## config.mk

```make
export PLATFORM = sky130hd
export DESIGN_NAME = tree_sched
export DESIGN_NICKNAME = d
export VERILOG_FILES = /design/src/rtl/tree_sched.sv
export SDC_FILE = /design/constraint.sdc
export NUM_CORES = 1
export LEC_CHECK = 0
export ABC_AREA = 1
export ABC_CLOCK_PERIOD_IN_PS = 7700
export CORE_UTILIZATION = 48
export CTS_BUF_LIST = sky130_fd_sc_hd__clkbuf_4
export CTS_CLUSTER_DIAMETER = 80
export DETAILED_ROUTE_END_ITERATION = 6
export PLACE_DENSITY = 0.88
export SYNTH_ARGS = -nofsm -noshare
export SYNTH_HDL_FRONTEND = slang
export SYNTH_SLANG_ARGS = --single-unit
```

## constraint.sdc

```tcl
create_clock -name clk -period 7.7 [get_ports clk]
set_input_delay 1.155 -clock clk [delete_from_list [all_inputs] [get_ports clk]]
set_output_delay 1.155 -clock clk [all_outputs]
set_load 0.1 [all_outputs]
```

## src/rtl/tree_sched.sv

```systemverilog
// tree_sched: round-robin front end that shares one pipelined tree reduction
// unit among NUM_REQ requesters. A tag pipeline runs alongside the tree so
// that each result is routed back to the requester that issued the operand.
// A per-requester in-flight counter bounds how many operations each
// requester can have outstanding at once.
module tree_sched #(
  parameter int NUM_REQ  = 4,
  parameter int TREE_LAT = 2,
  parameter int MAX_OUT  = 2
) (
  input  logic                   clk,
  input  logic                   rst,
  input  logic [NUM_REQ-1:0]     req_valid,
  input  logic [16*NUM_REQ-1:0]  req_a,
  output logic [NUM_REQ-1:0]     req_ready,
  output logic [NUM_REQ-1:0]     resp_valid,
  output logic                   resp_b,
  output logic [15:0]            tree_a,
  input  logic                   tree_b,
  output logic                   busy
);

  localparam int IDW = $clog2(NUM_REQ);
  localparam int CW  = $clog2(MAX_OUT + 1);
  localparam logic [IDW-1:0] LAST_ID = IDW'(NUM_REQ - 1);
  localparam logic [CW-1:0]  CNT_MAX = CW'(MAX_OUT);

  logic [IDW-1:0]                rr_ptr_q, rr_ptr_d;
  logic [NUM_REQ-1:0][CW-1:0]    cnt_q, cnt_d;
  logic [TREE_LAT:0]             tag_vld_q, tag_vld_d;
  logic [TREE_LAT:0][IDW-1:0]    tag_id_q, tag_id_d;
  logic [15:0]                   tree_a_q, tree_a_d;
  logic [NUM_REQ-1:0]            resp_valid_q, resp_valid_d;
  logic                          resp_b_q, resp_b_d;

  logic [NUM_REQ-1:0]            elig;
  logic                          hi_vld, lo_vld;
  logic [IDW-1:0]                hi_id, lo_id;
  logic                          grant_vld;
  logic [IDW-1:0]                grant_id;
  logic [15:0]                   grant_a;
  logic [NUM_REQ-1:0]            inc_vec, dec_vec;
  logic                          ret_vld;
  logic [IDW-1:0]                ret_id;

  assign ret_vld = tag_vld_q[TREE_LAT];
  assign ret_id  = tag_id_q[TREE_LAT];

  // Eligibility uses the pre-edge count, so a retire this cycle does not
  // free a slot until the following cycle.
  always_comb begin
    for (int i = 0; i < NUM_REQ; i++) begin
      elig[i] = req_valid[i] && (cnt_q[i] < CNT_MAX);
    end
  end

  // Round-robin pick: first eligible at or above rr_ptr, else lowest eligible (wrap).
  always_comb begin
    hi_vld = 1'b0;
    hi_id  = '0;
    lo_vld = 1'b0;
    lo_id  = '0;
    for (int i = 0; i < NUM_REQ; i++) begin
      if (elig[i] && !lo_vld) begin
        lo_vld = 1'b1;
        lo_id  = IDW'(i);
      end
      if (elig[i] && !hi_vld && (IDW'(i) >= rr_ptr_q)) begin
        hi_vld = 1'b1;
        hi_id  = IDW'(i);
      end
    end
    grant_vld = (hi_vld | lo_vld) & ~rst;
    grant_id  = hi_vld ? hi_id : lo_id;
  end

  // Decode grant and retire into per-requester strobes and select the operand.
  always_comb begin
    grant_a = '0;
    for (int i = 0; i < NUM_REQ; i++) begin
      inc_vec[i]   = grant_vld && (grant_id == IDW'(i));
      dec_vec[i]   = ret_vld && (ret_id == IDW'(i));
      req_ready[i] = inc_vec[i];
      if (inc_vec[i]) begin
        grant_a = req_a[16*i +: 16];
      end
    end
  end

  // Next state: issue into the tree, shift tags, retire, track in-flight counts.
  always_comb begin
    rr_ptr_d     = rr_ptr_q;
    tree_a_d     = 16'h0000;
    tag_vld_d    = '0;
    tag_id_d     = '0;
    resp_valid_d = '0;
    resp_b_d     = 1'b0;
    cnt_d        = cnt_q;

    tag_vld_d[0] = grant_vld;
    tag_id_d[0]  = grant_vld ? grant_id : '0;
    for (int k = 1; k <= TREE_LAT; k++) begin
      tag_vld_d[k] = tag_vld_q[k-1];
      tag_id_d[k]  = tag_id_q[k-1];
    end

    if (grant_vld) begin
      tree_a_d = grant_a;
      rr_ptr_d = (grant_id == LAST_ID) ? '0 : grant_id + 1'b1;
    end

    if (ret_vld) begin
      resp_valid_d = dec_vec;
      resp_b_d     = tree_b;
    end

    for (int i = 0; i < NUM_REQ; i++) begin
      if (inc_vec[i] && !dec_vec[i]) begin
        cnt_d[i] = cnt_q[i] + CW'(1);
      end else if (dec_vec[i] && !inc_vec[i]) begin
        cnt_d[i] = cnt_q[i] - CW'(1);
      end
    end
  end

  // State registers; reset drops every in-flight tag so no stale result is returned.
  always_ff @(posedge clk) begin
    if (rst) begin
      rr_ptr_q     <= '0;
      cnt_q        <= '0;
      tag_vld_q    <= '0;
      tag_id_q     <= '0;
      tree_a_q     <= 16'h0000;
      resp_valid_q <= '0;
      resp_b_q     <= 1'b0;
    end else begin
      rr_ptr_q     <= rr_ptr_d;
      cnt_q        <= cnt_d;
      tag_vld_q    <= tag_vld_d;
      tag_id_q     <= tag_id_d;
      tree_a_q     <= tree_a_d;
      resp_valid_q <= resp_valid_d;
      resp_b_q     <= resp_b_d;
    end
  end

  assign tree_a     = tree_a_q;
  assign resp_valid = resp_valid_q;
  assign resp_b     = resp_b_q;
  assign busy       = |tag_vld_q;

endmodule
```

== After elaboration in Yosys (flattened, before gate mapping) ==
Index checks and enable logic that the tools add are counted.
Word-level totals
  logic and storage cells: 121
  register bits: 40
  input bits: 71
  output and inout bits: 26
Operators by class
  add/subtract/negate cells: 9
  bitwise operators: 5
  equal/unequal tests: 6
  mux-type cells: 28
  $lt $le $gt $ge: 8
  reduce and logical (&&, ||, !) cells: 53
Operators by type and width (count)
  2-to-1 mux 16 bit: 4
  logical AND 1 bit: 30
  2-to-1 mux 2 bit: 14
  logical NOT 1 bit: 14
  adder 2 x 1 -> 2 bit, second input constant: 5
  2-to-1 mux 1 bit: 10
  equality test 2 bit, second input constant: 4
  less-than comparator 2 bit, second input constant: 4
  nonzero test 2 bit: 4
  subtractor 2 x 1 -> 2 bit, second input constant: 4
  equality test 2 x 1 -> 1 bit, second input constant: 2
  >= comparator 1 x 2 -> 1 bit, first input constant: 2
  >= comparator 2 bit, first input constant: 2
  logical NOT 2 bit: 2
  OR reduction 2 bit: 2
  NOT 1 bit: 3
  OR reduction 3 bit: 1
  bitwise AND 1 bit: 1
  bitwise OR 1 bit: 1

== Depth between registers and ports, before layout ==
Gate-level depths: netlist of run 1.
  depth in word-level cells: 23
  mapped depth: 17

== Least setup slack after synthesis of run 1 ==
Ideal clock, no wire load.
  kind: input port to output port
  start: input req_valid[1]
  end: output req_ready[1]
  stages on the path: 10
  setup slack: 3.027 ns
  data required time: 6.545 ns
  data arrival time: 3.518 ns
  cells stage by stage: nand2_4 or2_2 nand2_1 nand2_1 inv_1 ha_1 buf_2 buf_2 inv_1 nor2_1
Between the ends
  cells in the longest elaborated chain, start to end: 15
  elaborated cells on any way between the ends: 31
Ends and longest elaborated chain
  from (decl): RTL line 13  | input logic [NUM_REQ-1:0] req_valid,
  logical AND 1 bit *: RTL line 53  | elig[i] = req_valid[i] && (cnt_q[i] < CNT_MAX);
  logical AND 1 bit (2 in series): RTL line 68  | if (elig[i] && !hi_vld && (IDW'(i) >= rr_ptr_q)) begin
  2-to-1 mux 1 bit: RTL line 68
  logical NOT 1 bit: RTL line 68
  logical AND 1 bit (2 in series): RTL line 68
  2-to-1 mux 1 bit: RTL line 68
  logical NOT 1 bit: RTL line 68
  logical AND 1 bit (2 in series): RTL line 68
  2-to-1 mux 2 bit or 2-to-1 mux 1 bit (tied branches): RTL line 68
  2-to-1 mux 2 bit *: RTL line 74  | grant_id = hi_vld ? hi_id : lo_id;
  net grant_id[0]: RTL line 40  | logic [IDW-1:0] grant_id;
  equality test 2 x 1 -> 1 bit *: RTL line 81  | inc_vec[i] = grant_vld && (grant_id == IDW'(i));
  logical AND 1 bit *: RTL line 81
  to (decl): RTL line 15  | output logic [NUM_REQ-1:0] req_ready,
The timed path passes the listed nets; every way through them passes the cells marked *.

== Worst setup path after layout of run 1 ==
Ends and elaborated chain as after synthesis.

==> impl_metrics.csv, run 1 <==
group,metric,value,unit
run_status,status,"finished clean",
worst_setup_path,worstSetupStartpointType,"input port",
finish,diodes,0,
route,wl_per_cell,13.43,um
finish,regArea,800.8,um^2
cts,cts_made_buffers,5,
finish,syn_to_final_growth,40.82,%
route,finalWirelength,6635,um
timing,report.final.slew_viol_count,0,
global_routing,grt_pass1_wl,10480,um
synth,synth_area,2400,um^2
timing,fin_skew,4.746,ps
pwr,switchingPower,0.0003986,W
placement,detailedPlace.worstSlack,1935,ps
cts,cts_setup_buffers,0,
finish,multiInputGateArea,1210,um^2
pwr,clkPwrFrac,17.1,%
synth,synth.distinct_cells,28,
cts,cts_tree,"done",
worst_setup_path,critPathMaxStageDelay,1160,ps
worst_setup_path,end_kind,"output port",
floorplan,core_area,4755,um^2
cts,clk-insertion-delay-late,340,ps
synth,synth-seq-cells,40,
worst_setup_path,cp.required,6550,ps
timing,setup_tns,0,ps
finish,drive_gt1_share,8.665,%
pwr,intPower,0.0004356,W
route,dr.pass1.iters,5,
floorplan,io_pins,97,
cts,ctsHoldBuffers,0,
floorplan,die-area,5286,um^2
finish,final_common_cell,"clkdlybuf4s50_1",
worst_setup_path,critical_path_class,"in2out",
floorplan,die_w,72.71,um
synth,yosysWarnings,0,
worst_setup_path,crit_arrival,4620,ps
flow_run,cap_viol_max_count,0,
finish,nNetsFinal,505,
synth,yosysSeqAreaShare,33.37,%
cts,ctsResizeCount,0,
finish,most-common-layout-cells,"clkdlybuf4s50_1, nand2_1, inv_1",
route,routed-via-count,2576,
timing,post-route-period-util,75.02,%
pwr,total_power,0.0008343,W
worst_setup_path,worst-r2r-cell-count,14,
worst_setup_path,cp_max_fo,33,
synth,syn_area_per_cell,6.956,um^2
hold_path,worstHoldPathCells,2,
global_routing,grt_pass1_vias,2355,
timing,rsz0062_at_grt,"false",
floorplan,row_count,25,
pwr,power_frac_comb,53.2,%
pwr,ir_worst_vdd,0.0001374,V
pwr,power_density,246.9,nW/um^2
cts,cts.path.max_buffers,2,
hold_path,holdCritPathClass,"reg2reg",
floorplan,start_util,50.47,%
finish,fill_cells,372,
timing,slew-limit-headroom,32.29,%
global_routing,grt_max_degree,50,
pwr,p_leak,1.486,nW
route,post-route-drc-count,0,
cts,h-tree-depth,2,
global_routing,antenna_found_initial,0,
cts,cts_sinks,40,
route,ant_nets,0,
global_routing,track_usage,25.24,%
synth,synth_nets,424,
timing,tightest_slew,1016,ps
placement,globalplace.congestion,0.9759,
timing,finalCriticalPeriod,5776,ps
placement,place.port_buffers,96,
worst_setup_path,worstPathCellList,"clkdlybuf4s50_1 -> nand2_4 -> or2_2 -> nand2_1 -> nand2_1 -> inv_1 -> ha_1 -> inv_1 -> nor2_1 -> clkdlybuf4s50_1",
route,via_per_inst,5.215,
route,drtIter0Drc,188,
timing,layout_setup_ws,1924,ps
synth,synth_cells,345,
floorplan,die_h,72.71,um
pwr,pwr-share-seq,29.7,%
timing,finalHoldViolations,0,
cts,root_buffer,"clkbuf_4",
global_routing,grt-ovfl-total,0,
worst_setup_path,slowest_stage,"clkdlybuf4s50_1",
timing,setup_viol,0,
cts,cts.clk_slew.worst_paths,130,ps
pwr,switching_share,47.78,%
timing,fmaxAchievable,173.1,MHz
placement,post-dp-hpwl,4995,um
## path summary, 6_finish.rpt
check | startpoint | to | slack (ps)
min | tag_id_d[5] | ret_id[1] | 420
min reg2reg | tag_id_d[5] | ret_id[1] | 420
max | req_valid[1] | req_ready[1] | 1920
max reg2reg | cnt_q[3] | cnt_q[3] | 4590
## routing by layer
metal  part of all wire (%)  global-route usage [%]
met2                     50                   43.41
met1                     41                   30.60
met4                    2.6                   9.368
met5                      0                       0
met3                    6.4                   5.939
## critical path, delay by kind of cell
family                     cells  cell delay [ps]
adders and majority gates      1              840
buffers and inverters          4             1870
and+or+nand+nor                5              760
## cell type report
type                    count  area share, %
flip-flops and latches     40          23.69
well taps                  67          2.481
clock inverters             3          1.370
multi-input cells         220          35.80
inverters                  62          6.886
clock buffers               5          1.111
repair buffers             97          28.66
## through the flow
step / instances / hold slack, ps / util, % / area (um^2)
floorplan: 345 / 388.3 / - / 2400
global placement: 486 / 391.8 / 69.32 / 3296
detailed placement: 486 / 399.3 / 69.32 / 3296
CTS: 494 / 406.1 / 71.08 / 3379
global route: 494 / 420.5 / 71.08 / 3379
finish: 494 / 416.1 / 71.08 / 3379
## logic make-up (layout without fill, tap and decap cells)
family | after synthesis | in the layout | share of synthesized area, %
AND/OR/NAND/NOR | 153 | 153 | 31.60
buffers and inverters | 85 | 167 | 16.21
AO/OA/AOI/OAI | 59 | 59 | 14.65
flip-flops | 40 | 40 | 33.37
adder cells (fa/ha/maj) | 8 | 8 | 4.171
## synthesized netlist by cell type
| library cell | count | area [um^2] |
|---|---|---|
| clkinv_1 | 1 | 3.750 |
| dfxtp_1 | 40 | 800.8 |
| a21oi_1 | 13 | 65.06 |
| nand3_2 | 1 | 10.01 |
| o21ai_1 | 1 | 5.000 |
| clkbuf_1 | 6 | 22.52 |
| nand2_2 | 1 | 6.260 |
| nand2_4 | 4 | 45.04 |
| or2_2 | 1 | 6.260 |
| inv_2 | 6 | 22.52 |
| buf_8 | 2 | 30.03 |
| ha_1 | 8 | 100.1 |
| o211ai_1 | 1 | 7.510 |
| nand3_1 | 9 | 45.04 |
| buf_12 | 1 | 20.02 |
| nor2_1 | 35 | 131.4 |
| buf_2 | 10 | 50.05 |
| inv_1 | 55 | 206.5 |
| nor3_1 | 1 | 5.000 |
| buf_4 | 3 | 22.52 |
| a21oi_2 | 14 | 122.6 |
| nand4_1 | 44 | 275.3 |
| buf_6 | 1 | 11.26 |
| o22ai_1 | 1 | 6.260 |
| nand4_4 | 1 | 21.27 |
| and3_1 | 1 | 6.260 |
| nand2_1 | 55 | 206.5 |
| o21ai_0 | 29 | 145.1 |
## power groups by stage
| stage | logic [W] | registers [W] | clock network [W] |
|---|---|---|---|
| floorplan | 0.000201 | 0.000388 | 0 |
| global placement | 0.000428 | 0.000252 | 0 |
| detailed placement | 0.000438 | 0.000253 | 0 |
| CTS | 0.000441 | 0.000248 | 0.000145 |
| global route | 0.000474 | 0.000251 | 0.000154 |
| finish | 0.000444 | 0.000248 | 0.000142 |
## registers in the layout, summed over array words and instances, names as in the netlist
| signal | flops |
|---|---|
| ret_id | 2 |
| cnt_q | 8 |
| resp_b | 1 |
| rr_ptr_q | 2 |
| tree_a | 16 |
| resp_valid | 4 |
| tag_id_d | 4 |
| tag_vld_q | 3 |
No activity file was read; power rests on OpenSTA's default activity.
==> run 2, diff against run 1 <==
--- a/config.mk
+++ b/config.mk
@@ -6,12 +6,12 @@
 export NUM_CORES = 1
 export LEC_CHECK = 0
 export ABC_AREA = 1
-export ABC_CLOCK_PERIOD_IN_PS = 7700
-export CORE_UTILIZATION = 48
+export ABC_CLOCK_PERIOD_IN_PS = 5870
+export CORE_UTILIZATION = 45
 export CTS_BUF_LIST = sky130_fd_sc_hd__clkbuf_4
 export CTS_CLUSTER_DIAMETER = 80
 export DETAILED_ROUTE_END_ITERATION = 6
-export PLACE_DENSITY = 0.88
+export PLACE_DENSITY = 0.83
 export SYNTH_ARGS = -nofsm -noshare
 export SYNTH_HDL_FRONTEND = slang
 export SYNTH_SLANG_ARGS = --single-unit
==> constraint.sdc (replaced) <==
create_clock -name clk -period 5.87 [get_ports clk]
set_input_delay 0.8805 -clock clk [delete_from_list [all_inputs] [get_ports clk]]
set_output_delay 0.8805 -clock clk [all_outputs]
set_load 0.1 [all_outputs]
==> run 2 against run 1 <==
  * First-iteration DRC count down 2.7%
  * Highest routed layer unchanged
  * Global-route usage down 1.7 points
  * Critical path type unchanged
  * Critical path depth down 1
  * Power up 24%
  * Cell count up 0.61%
  * Clock skew up 7.0 ps
==> impl_metrics.csv, run 2 (synthesized netlist as in run 1, its figures left out) <==
group,metric,value,unit
cts,ctsHoldBuffers,0,
floorplan,die_h,75.03,um
hold_path,min-delay-start,"tag_id_d[5]",
timing,finalHoldViolations,0,
cts,cts.clk_slew.worst_paths,120,ps
global_routing,grt_pass1_vias,2252,
cts,ctsResizeCount,0,
worst_setup_path,reg2reg_slack,2980,ps
global_routing,grt_pass1_wl,9901,um
hold_path,hold_path_end,"ret_id[1]",
route,met2_length,3172,um
cts,cts_setup_buffers,0,
route,wirelength_met1,2739,um
hold_path,worstHoldPathCells,2,
floorplan,io_pins,97,
finish,most-common-layout-cells,"clkdlybuf4s50_1, nand2_1, inv_1",
finish,multiInputGateArea,1210,um^2
timing,rsz0062_at_grt,"false",
worst_setup_path,worst-r2r-cell-count,14,
worst_setup_path,cp.required,4990,ps
finish,fin_cells,497,
timing,report.final.slew_viol_count,0,
placement,post-dp-hpwl,4963,um
pwr,p_leak,1.483,nW
cts,cts_made_buffers,5,
route,post-route-drc-count,0,
timing,setup_tns,0,ps
route,drtIter0Drc,183,
route,routed-via-count,2505,
worst_setup_path,worstSetupStartpointType,"input port",
placement,globalplace.congestion,0.9210,
floorplan,start_util,46.99,%
finish,largest_register_ffs,16,
pwr,ir_worst_vdd,0.0002015,V
floorplan,die-area,5629,um^2
finish,syn_to_final_growth,39.47,%
cts,cts_sinks,40,
global_routing,track_usage,23.57,%
cts,cts.path.max_buffers,2,
worst_setup_path,r2r-end,"cnt_q[5]",
route,route.met3.wl,315,um
route,finalWirelength,6416,um
cts,clk-insertion-delay-late,350,ps
pwr,total_power,0.001038,W
worst_setup_path,end_kind,"output port",
floorplan,row_count,26,
worst_setup_path,cp_max_fo,19,
timing,post-route-period-util,71.60,%
finish,final_common_cell,"clkdlybuf4s50_1",
floorplan,die_w,75.03,um
route,top_layer,"met4",
finish,fill_cells,445,
pwr,power_density,310.2,nW/um^2
route,wl_per_cell,12.91,um
timing,finalCriticalPeriod,4203,ps
global_routing,grt_max_degree,50,
worst_setup_path,critical_path_class,"in2out",
finish,diodes,0,
global_routing,grt-ovfl-total,0,
finish,drive_gt1_share,9.602,%
timing,slew-limit-headroom,34.28,%
finish,nNetsFinal,506,
worst_setup_path,crit_arrival,3320,ps
finish,regArea,800.8,um^2
timing,fmaxAchievable,237.9,MHz
global_routing,antenna_found_initial,0,
route,dr.pass1.iters,7,
floorplan,core_area,5107,um^2
worst_setup_path,r2r_start,"cnt_q[1]",
flow_run,cap_viol_max_count,0,
run_status,status,"finished clean",
placement,dp_cells,490,
hold_path,holdCritPathClass,"reg2reg",
timing,fin_skew,11.75,ps
cts,h-tree-depth,2,
route,ant_nets,0,
cts,root_buffer,"clkbuf_4",
route,via_per_inst,5.040,
timing,tightest_slew,982.7,ps
timing,setup_viol,0,
placement,place.port_buffers,96,
cts,cts_tree,"done",
-- run 2: cell types whose count changed in the layout (fill, tap and decap cells not counted) --
cell and change:
buf_4 +5, bufinv_16 -1, clkdlybuf4s50_1 -4, clkinv_2 +1, inv_6 -1
-- run 2: report_power, final --
part | switching [W] | internal [W]
clock | 0.0000907 | 0.0000437
sequential | 0.0000127 | 0.000313
combinational | 0.000412 | 0.000167
-- run 2: final cells by class --
cell class | instances | area share (%)
multi-input combinational | 220 | 36.15
timing repair buffer | 98 | 28.86
tap | 70 | 2.617
clock inverter | 2 | 0.3738
clock buffer | 5 | 1.121
sequential | 40 | 23.93
inverter | 62 | 6.953
-- run 2: critical path, stage by stage --
cell and delay [ps]:
clkdlybuf4s50_1 520, nand2_4 80, o22ai_1 170, nand2_1 80, nand2_1 150, ha_1 540, nand3_2 390, inv_1 190
buf_4 310
-- run 2: how the worst max path moves through the flow --
stage / startpoint / endpoint / cells past startpoint
4_1_cts: req_valid[2] / req_ready[2] / 9
3_3_place_gp: req_valid[2] / req_ready[2] / 9
2_1_floorplan: req_valid[1] / cnt_q[3] / 15
3_5_place_dp: req_valid[2] / req_ready[2] / 9
5_1_grt: req_valid[0] / req_ready[2] / 9
6_report: req_valid[2] / req_ready[2] / 9
-- run 2: metal layers --
layer  track usage, %  vias to the layer above
met3            5.087                       15
met1            29.46                     1130
met4            9.224                        0
met5                0                        -
li1                 -                     1284
met2            39.64                       76
-- run 2: per-stage QoR --
step	hold slack, ps	setup slack, ps	area, um^2	util (%)
2_1_floorplan	388.3	1671	2400	-
3_3_place_gp	390.4	1816	3297	64.55
3_5_place_dp	393.3	1688	3297	64.55
4_1_cts	410.8	1684	3347	65.53
5_1_grt	429.5	1450	3347	65.53
6_report	409.1	1667	3347	65.53
